<file path="src/rtl/mem_copy_pkg.sv">
// Shared definitions for the word-copy DMA: FSM state encoding and word size.
package mem_copy_pkg;

   typedef enum logic [1:0] {
      IDLE  = 2'd0,
      READ  = 2'd1,
      WRITE = 2'd2,
      DONE  = 2'd3
   } state_e;

   localparam int WORD_BYTES = 4;

endpackage

</file>
<file path="src/rtl/mem_copy_dma.sv">
// Word-by-word memory copy engine: alternates READ/WRITE cycles against a single-port data memory.
// Optional fill mode (constant pattern write, no reads) is enabled by defining DMA_FILL_EN.
//
// state | meaning
// IDLE  | waiting for start; outputs parked at zero
// READ  | source word on the bus, captured into buffer at the edge
// WRITE | buffer written to destination; pointers advance, remaining count drops
// DONE  | one-cycle completion pulse
module mem_copy_dma
   import mem_copy_pkg::*;
#(
   parameter int CNT_W = 10
) (
   input  logic             clk,
   input  logic             reset,
   input  logic             start,
   input  logic [31:0]      src_addr,
   input  logic [31:0]      dst_addr,
   input  logic [CNT_W-1:0] count,
`ifdef DMA_FILL_EN
   input  logic             fill_mode,
   input  logic [31:0]      fill_value,
`endif
   output logic             busy,
   output logic             done,
   output logic [31:0]      address_to_mem,
   output logic [31:0]      data_to_mem,
   output logic             write_enable,
   input  logic [31:0]      data_from_mem
);

   localparam logic [31:0] STEP = 32'(WORD_BYTES);

   state_e           state_q, state_d;
   logic [31:0]      src_q, src_d;
   logic [31:0]      dst_q, dst_d;
   logic [CNT_W-1:0] rem_q, rem_d;
   logic [31:0]      buf_q, buf_d;
   logic             fill_q;
   logic             fill_req;
   logic [31:0]      fill_word;

`ifdef DMA_FILL_EN
   logic fill_d;

   always_ff @(posedge clk or negedge reset) begin
      if (!reset) fill_q <= 1'b0;
      else        fill_q <= fill_d;
   end

   always_comb begin
      fill_d = fill_q;
      if (state_q == IDLE && start) fill_d = fill_mode;
   end

   assign fill_req  = fill_mode;
   assign fill_word = fill_value;
`else
   assign fill_q    = 1'b0;
   assign fill_req  = 1'b0;
   assign fill_word = 32'h0;
`endif

   always_ff @(posedge clk or negedge reset) begin
      if (!reset) begin
         state_q <= IDLE;
         src_q   <= '0;
         dst_q   <= '0;
         rem_q   <= '0;
         buf_q   <= '0;
      end else begin
         state_q <= state_d;
         src_q   <= src_d;
         dst_q   <= dst_d;
         rem_q   <= rem_d;
         buf_q   <= buf_d;
      end
   end

   always_comb begin
      state_d        = state_q;
      src_d          = src_q;
      dst_d          = dst_q;
      rem_d          = rem_q;
      buf_d          = buf_q;
      address_to_mem = '0;
      data_to_mem    = '0;
      write_enable   = 1'b0;
      done           = 1'b0;
      case (state_q)
         IDLE: begin
            if (start) begin
               src_d = src_addr & ~32'h3;
               dst_d = dst_addr & ~32'h3;
               rem_d = count;
               // Fill mode preloads the buffer so WRITE needs no special data path.
               if (fill_req) buf_d = fill_word;
               if (count == '0)   state_d = DONE;
               else if (fill_req) state_d = WRITE;
               else               state_d = READ;
            end
         end
         READ: begin
            address_to_mem = src_q;
            buf_d          = data_from_mem;
            state_d        = WRITE;
         end
         WRITE: begin
            address_to_mem = dst_q;
            data_to_mem    = buf_q;
            write_enable   = 1'b1;
            src_d          = src_q + STEP;
            dst_d          = dst_q + STEP;
            rem_d          = rem_q - CNT_W'(1);
            if (rem_q > CNT_W'(1)) state_d = fill_q ? WRITE : READ;
            else                   state_d = DONE;
         end
         DONE: begin
            done    = 1'b1;
            state_d = IDLE;
         end
         default: state_d = IDLE;
      endcase
   end

   assign busy = (state_q != IDLE);

endmodule

</file>
<file path="config.mk">
export PLATFORM = sky130hd
export DESIGN_NAME = mem_copy_dma
export DESIGN_NICKNAME = d
export VERILOG_FILES = /design/src/rtl/mem_copy_pkg.sv /design/src/rtl/mem_copy_dma.sv
export SDC_FILE = /design/constraint.sdc
export NUM_CORES = 1
export LEC_CHECK = 0
export BUFFER_PORTS_ARGS = -buffer_cell sky130_fd_sc_hd__buf_2
export CAP_MARGIN = 20
export CORE_MARGIN = 2
export CORE_UTILIZATION = 29
export CTS_BUF_LIST = sky130_fd_sc_hd__clkbuf_4 sky130_fd_sc_hd__clkbuf_8 sky130_fd_sc_hd__clkbuf_16
export DETAILED_ROUTE_END_ITERATION = 10
export PLACE_DENSITY = 0.57
export SLEW_MARGIN = 20
export SYNTH_ARGS = -nofsm -noshare
export SYNTH_HDL_FRONTEND = slang
export SYNTH_SLANG_ARGS = --single-unit
</file>
<file path="constraint.sdc">
create_clock -name clk -period 3.1 [get_ports clk]
set_clock_uncertainty 0.15 [all_clocks]
set_input_delay 0.31 -clock clk [delete_from_list [all_inputs] [get_ports clk]]
set_output_delay 0.31 -clock clk [all_outputs]
set_load 0.1 [all_outputs]
</file>
==> run_results.csv, run 1 <==
group,metric,value,unit
sta,fmax,351,MHz
cells_and_area,final_area,7930,µm²
place,port_buffers,169,
pwr,internal_power,0.00454,W
routing,drt_wl_total,20.6,mm
sta,setup-tns-final,0,ns
global_route,grt_overflow_total,0,
pwr,clkPwrFrac,13.1,%
worst_setup_path,crit_family,"adder cells",
synth,ys_types,46,
clocking,cts_sinks,104,
run_status,status,"complete, no violations",
sta,timing.final.crit_share,91.9,%
clocking,post_cts_buffers,0,
synth,ys_warn_count,0,
routing,vias,6095,
routing,routedWlPerCell,18.3,µm
worst_setup_path,path_cells,"inv_1 -> ha_2 -> a22oi_1 -> nor2b_2 -> buf_2",
worst_setup_path,cpPeakStageDelay,0.62,ns
clocking,cts_buffers,9,
floorplanning,fp.coreArea,21200,µm²
job,maxCapViolCount,0,
sta,whs,0.0241,ns
worst_setup_path,worstSetupEndpointType,"output pin",
clocking,cts_max_level,3,
cells_and_area,fillers,2218,
clocking,path_clk_slew,0.08,ns
floorplanning,die-area,23000,µm²
worst_setup_path,worstSetupPathType,"flip-flop to output pin",
synth,syn_area,6320,µm²
clocking,cts_resized,0,
floorplanning,fp.dieW,152,µm
cells_and_area,seq_area,2600,µm²
worst_setup_path,path_max_fanout,32,
global_route,grt_pass1_vias,5580,
synth,synthAdderAreaFrac,1.58,%
sta,fin_crit,2.85,ns
sta,drv_slew,0,
clocking,root_buffer,"clkbuf_16",
sta,setup_viol,0,
synth,synth_area_per_cell,8.96,µm²
worst_setup_path,rr_worst_depth,9,
worst_hold_path,hold_depth,2,
global_route,grtUsageTotal,18.1,%
synth,synth_top_family_by_area,"compound AO/OA/AOI/OAI gates",
worst_setup_path,startpoint_type,"flip-flop",
global_route,grt_pass1_wl,31.7,mm
place,dpl_cell_area,7590,µm²
worst_hold_path,min_from,"data_from_mem[18]",
cells_and_area,multi_input_area,3530,µm²
worst_setup_path,required,2.64,ns
worst_setup_path,crit_slowest_cell,"ha_2",
global_route,antenna_found_initial,2,
synth,synthCells,705,
synth,synth-main-ff-cell,"dfrtp_1",
pwr,irDropWorstVdd,0.382,mV
worst_setup_path,worst_ep_arrival_time,2.39,ns
routing,dr.pass1.iters,6,
sta,hold_viol,0,
sta,tightest_slew,0.669,ns
synth,synth_compound_area_share,23.3,%
sta,relSlewSlack,55.4,%
clocking,cts_max_path_buffers,2,
worst_hold_path,hold_class,"primary input to flip-flop",
pwr,power.static_leakage,3.45,nW
pwr,netSwitchingFraction,53.9,%
place,dp_hpwl,14.9,mm
routing,ant_nets,0,
synth,async_flop_share,100,%
synth,synth_seq_area_share,41.2,%
cells_and_area,areaGrowthSynthToFinish,25.6,%
floorplanning,die_y,152,µm
global_route,grt_max_degree,101,
sta,rsz0062_at_grt,"false",
pwr,combPwrFrac,57.1,%
synth,synth_xor_area_share,0,%
cells_and_area,final_layout_size_suffix_gt1_share,32.8,%
synth,synthSimpleGateAreaFrac,21.7,%
routing,vias_per_cell,5.42,
floorplanning,rows,53,
worst_setup_path,r2r-start,"state_q[0]",
pwr,seqPwrFrac,29.9,%
routing,drc_errors,0,
floorplanning,num_io_pins,176,
worst_setup_path,timing.rr.end,"dst_q[24]",
place,place_congestion,0.800,
clocking,cts_hold_buf,1,
synth,yosys_register_bits,104,
pwr,switchingPower,0.00531,W
clocking,clk_latency,0.36,ns
routing,first_iter_violations,430,
worst_hold_path,min_delay_worst_endpoint,"buf_q[18]",
clocking,cts_tree,"done",
pwr,p_per_area,1240,nW/µm²
worst_setup_path,path_buf_inv,2,
cells_and_area,nets,960,
floorplanning,start_util,29.8,%
synth,synth_edf_count,0,
synth,synthMuxAreaShare,7.31,%
worst_setup_path,r2r_setup_slack,0.25,ns
[how the worst max path moves through the flow]
| stage | from | endpoint | slack [ns] | cells past startpoint |
|---|---|---|---|---|
| after floorplan | state_q[0] | data_to_mem[10] | 0.004 | 6 |
| after global placement | state_q[0] | dst_q[24] | 0.27 | 9 |
| after global routing | state_q[0] | dst_q[24] | 0.01 | 9 |
| after CTS | state_q[1] | address_to_mem[28] | 0.21 | 5 |
| after detailed placement | state_q[0] | dst_q[24] | 0.24 | 9 |
| final | state_q[1] | address_to_mem[28] | 0.25 | 5 |
[placed cells by master, fill, tap and decap left out, types with 11 or more instances in the layout]
master and instances:
buf_2 168, dfrtp_1 104, a21oi_1 51, o22ai_1 38, nand3_1 38, mux2_2 33, o21ai_0 33, a22oi_1 32
nor2b_2 29, nand2_1 29, and2_1 28, nand4_1 26, nor2_1 24, nor3_1 17, inv_1 15, and3_1 15
a31oi_1 14, buf_4 13, a21o_1 12, o2bb2ai_1 11
[power groups by stage]
stage / Clock [W] / Sequential, W / Combinational (W)
2_1_floorplan: 0 / 0.00258 / 0.00467
3_3_place_gp: 0 / 0.00292 / 0.00560
3_5_place_dp: 0 / 0.00294 / 0.00566
4_1_cts: 0.00131 / 0.00291 / 0.00566
5_1_grt: 0.00137 / 0.00306 / 0.00606
6_report: 0.00129 / 0.00294 / 0.00562
[registers in the layout, summed over array words and instances, names as in the netlist]
signal   flops
buf_q       32
dst_q       30
rem_q       10
src_q       30
state_q      2
[logic make-up (layout without fill, tap and decap cells)]
kind of cell             after synthesis  in the layout
AND/OR/NAND/NOR                      246            246
AO/OA/AOI/OAI                        226            226
flip-flops                           104            104
buffers and inverters                 78            220
multiplexers                          42             42
adder cells (fa/ha/maj)                8              8
other                                  1              3
[layout make-up]
cell class,instances,area share [%]
flip-flops and latches,104,32.8
clock buffers,10,2.93
diodes,1,0.0315
well taps,275,4.34
inverters,16,0.757
repair buffers,188,13.5
multi-input cells,524,44.5
clock inverters,6,1.18
[Yosys cell counts (2+ instances only)]
cell type / n / share of area, %
a21o_1: 12 / 1.4
a21oi_1: 51 / 4.0
a221o_1: 4 / 0.63
a22o_1: 9 / 1.2
a22oi_1: 32 / 3.8
a2bb2oi_1: 5 / 0.69
a311oi_1: 3 / 0.42
a31oi_1: 14 / 1.4
and2_1: 35 / 3.5
and3_1: 15 / 1.5
and4_1: 5 / 0.69
buf_1: 5 / 0.30
buf_2: 2 / 0.16
buf_4: 2 / 0.24
clkbuf_1: 53 / 3.1
dfrtp_1: 104 / 41
ha_1: 8 / 1.6
inv_1: 15 / 0.89
mux2_2: 33 / 5.9
mux2i_1: 9 / 1.4
nand2_1: 29 / 1.7
nand2b_1: 2 / 0.20
nand3_1: 38 / 3.0
nand4_1: 26 / 2.6
nor2_1: 24 / 1.4
nor2b_1: 29 / 2.9
nor3_1: 17 / 1.3
nor3b_1: 7 / 0.83
nor4_1: 8 / 0.79
o211ai_1: 5 / 0.59
o21ai_0: 33 / 2.6
o22ai_1: 38 / 3.8
o2bb2ai_1: 11 / 1.5
o311ai_0: 2 / 0.28
o31ai_1: 2 / 0.24
or3_1: 3 / 0.30
or4_1: 6 / 0.71
[per-stage QoR]
step / util, % / worst slack (ns) / instances / total power (W)
after floorplan: - / 0.00386 / 706 / 0.00725
after global placement: 35.8 / 0.270 / 1106 / 0.00852
after detailed placement: 35.8 / 0.242 / 1106 / 0.00859
after CTS: 37.4 / 0.212 / 1123 / 0.00989
after global routing: 37.4 / 0.0134 / 1123 / 0.0105
final: 37.4 / 0.250 / 1124 / 0.00984
[metal layers]
| metal | global-route usage (%) | up-vias | share of wire, % |
|---|---|---|---|
| met2 | 28.0 | 177 | 46 |
| met1 | 25.8 | 2950 | 46 |
| met3 | 4.01 | 19 | 6.6 |
| li1 | - | 2947 | - |
| met4 | 3.94 | 2 | 1.2 |
| met5 | 0 | - | 0.078 |
[worst reg2reg max path, stage by stage (launching register included)]
cell and delay [ns]:
dfrtp_1 0.42, inv_1 0.14, ha_4 0.17, buf_12 0.34, nand4_1 0.40, nor4_1 0.36
buf_4 0.21, nand3_1 0.11, a21o_1 0.21, a22o_1 0.22
Note: power is estimated with default switching activity, not from simulation.
==> run 2, diff against run 1 <==
Settings changed: CELL_PAD_IN_SITES_DETAIL_PLACEMENT set to 1, CELL_PAD_IN_SITES_GLOBAL_PLACEMENT set to 2, PLACE_DENSITY 0.57 to 0.84.
==> run 2 against run 1 <==
Global-route usage increased by 1.3 points. Die area did not move. Fmax is 0.56% lower. Via count is 1.4% higher. Final area shrank 0.54%. Wire length increased by 7.4%. Utilization is 0.20 points lower. Combinational power rose by 1%. Critical path depth is 1 higher. Largest cell class unchanged.
==> run_results.csv, run 2 (synthesized netlist as in run 1, its figures left out) <==
group,metric,value,unit
cells_and_area,largest_register,"buf_q",
worst_hold_path,hold_class,"primary input to flip-flop",
cells_and_area,layout_common_cells,"buf_2, dfrtp_1, a21oi_1, o22ai_1, nand3_1",
clocking,cts_max_level,3,
routing,vias,6183,
routing,routedWlPerCell,19.6,µm
worst_setup_path,path_buf_inv,3,
sta,tightest_slew,0.706,ns
sta,drv_slew,0,
worst_setup_path,required,2.64,ns
sta,rsz0062_at_grt,"false",
sta,setup_viol,0,
global_route,gr-usage-met1,27.7,%
floorplanning,die-area,23000,µm²
sta,fin_crit,2.87,ns
global_route,top_usage_layer,"met2",
job,maxCapViolCount,0,
global_route,grt_pass1_vias,6177,
worst_setup_path,worstSetupPathType,"flip-flop to output pin",
place,place_congestion,0.792,
cells_and_area,largest_register_ffs,32,
floorplanning,fp.dieW,152,µm
cells_and_area,diodes,0,
worst_setup_path,cpPeakStageDelay,0.44,ns
routing,drt_wl_total,22.1,mm
clocking,root_buffer,"clkbuf_16",
cells_and_area,final_area,7890,µm²
place,dpl_cell_area,7590,µm²
sta,fmax,349,MHz
clocking,cts_tree,"done",
global_route,met3_usage,2.51,%
global_route,grt_pass1_wl,34.5,mm
clocking,clk_latency,0.36,ns
pwr,irDropWorstVdd,0.361,mV
floorplanning,die_y,152,µm
pwr,p_per_area,1240,nW/µm²
routing,first_iter_violations,425,
worst_setup_path,worst_ep_arrival_time,2.41,ns
cells_and_area,final_common_cell,"buf_2",
sta,setup-tns-final,0,ns
routing,dr.pass1.iters,4,
clocking,cts_buffers,9,
global_route,grt_max_degree,100,
global_route,grtUsageMet2,31.4,%
place,dp_hpwl,16.0,mm
global_route,grtUsageTotal,19.4,%
worst_setup_path,path_cells,"inv_1 -> ha_4 -> buf_8 -> a22oi_1 -> nor2b_2 -> buf_2",
routing,ant_nets,0,
cells_and_area,reg_top3,"buf_q x32, dst_q x30, src_q x30",
sta,hold_viol,0,
worst_hold_path,min_from,"data_from_mem[22]",
place,port_buffers,169,
pwr,power.total,0.00981,W
cells_and_area,final_layout_size_suffix_gt1_share,33.1,%
worst_setup_path,startpoint_type,"flip-flop",
global_route,grt_overflow_total,0,
clocking,path_clk_slew,0.08,ns
floorplanning,num_io_pins,176,
cells_and_area,nets,964,
floorplanning,rows,53,
worst_setup_path,startpoint,"state_q[0]",
worst_setup_path,crit_slowest_cell,"buf_8",
clocking,post_cts_buffers,0,
worst_setup_path,crit_family,"buffers and inverters",
floorplanning,start_util,29.8,%
sta,timing.final.crit_share,92.5,%
sta,relSlewSlack,52.9,%
floorplanning,fp.coreArea,21200,µm²
clocking,cts_sinks,104,
pwr,power.static_leakage,3.44,nW
clocking,cts_max_path_buffers,2,
routing,drc_errors,0,
sta,whs,0.0236,ns
global_route,antenna_found_initial,0,
worst_setup_path,path_max_fanout,99,
run_status,status,"complete, no violations",
routing,vias_per_cell,5.49,
worst_setup_path,r2r-start,"state_q[0]",
cells_and_area,areaGrowthSynthToFinish,24.9,%
worst_setup_path,worstSetupEndpointType,"output pin",
==> run 2: layout make-up <==
| class | count | area [µm²] |
|---|---|---|
| clock inverters | 7 | 61.3 |
| repair buffers | 192 | 1070 |
| clock buffers | 9 | 225 |
| multi-input cells | 524 | 3530 |
| inverters | 16 | 60.1 |
| fillers | 2514 | 13300 |
| well taps | 275 | 344 |
| flip-flops and latches | 104 | 2600 |
==> run 2: path summary, 6_finish.rpt <==
kind | to | slack (ns) | depth (start not counted)
worst max-delay path | address_to_mem[6] | 0.23 | 6
worst min-delay path | buf_q[22] | 0.02 | 2
worst max register to register | dst_q[25] | 0.28 | 7
worst min register to register | buf_q[4] | 0.35 | 1
max in group asynchronous | src_q[20] | 1.70 | 3
min in group asynchronous | buf_q[21] | 0.32 | 2
==> run 2: power by group <==
group | internal, W | switching [W]
logic | 0.00176 | 0.00393
clock network | 0.000565 | 0.000585
registers | 0.00205 | 0.000918
total | 0.00438 | 0.00543
==> run 2: per-layer routing <==
layer | up-vias | wire length (µm)
met5 | - | 0
met4 | 0 | 148
met3 | 11 | 1220
met2 | 144 | 10600
met1 | 3081 | 10200
li1 | 2947 | -
==> run 2: metrics by stage <==
stage | utilization, % | instances | setup slack [ns]
6_report | 37.2 | 1127 | 0.234
3_3_place_gp | 35.7 | 1110 | 0.292
2_1_floorplan | - | 706 | 0.00386
5_1_grt | 37.2 | 1127 | 0.0576
3_5_place_dp | 35.7 | 1110 | 0.270
4_1_cts | 37.2 | 1127 | 0.0986
==> run 2: timing repair <==
action                                 4_1_cts  5_1_grt
endpoints found under the hold margin       31        0
gates cloned                                 0        0
setup endpoints to repair                   27        7
gates resized for setup                      1        2
hold buffers                                 1        0
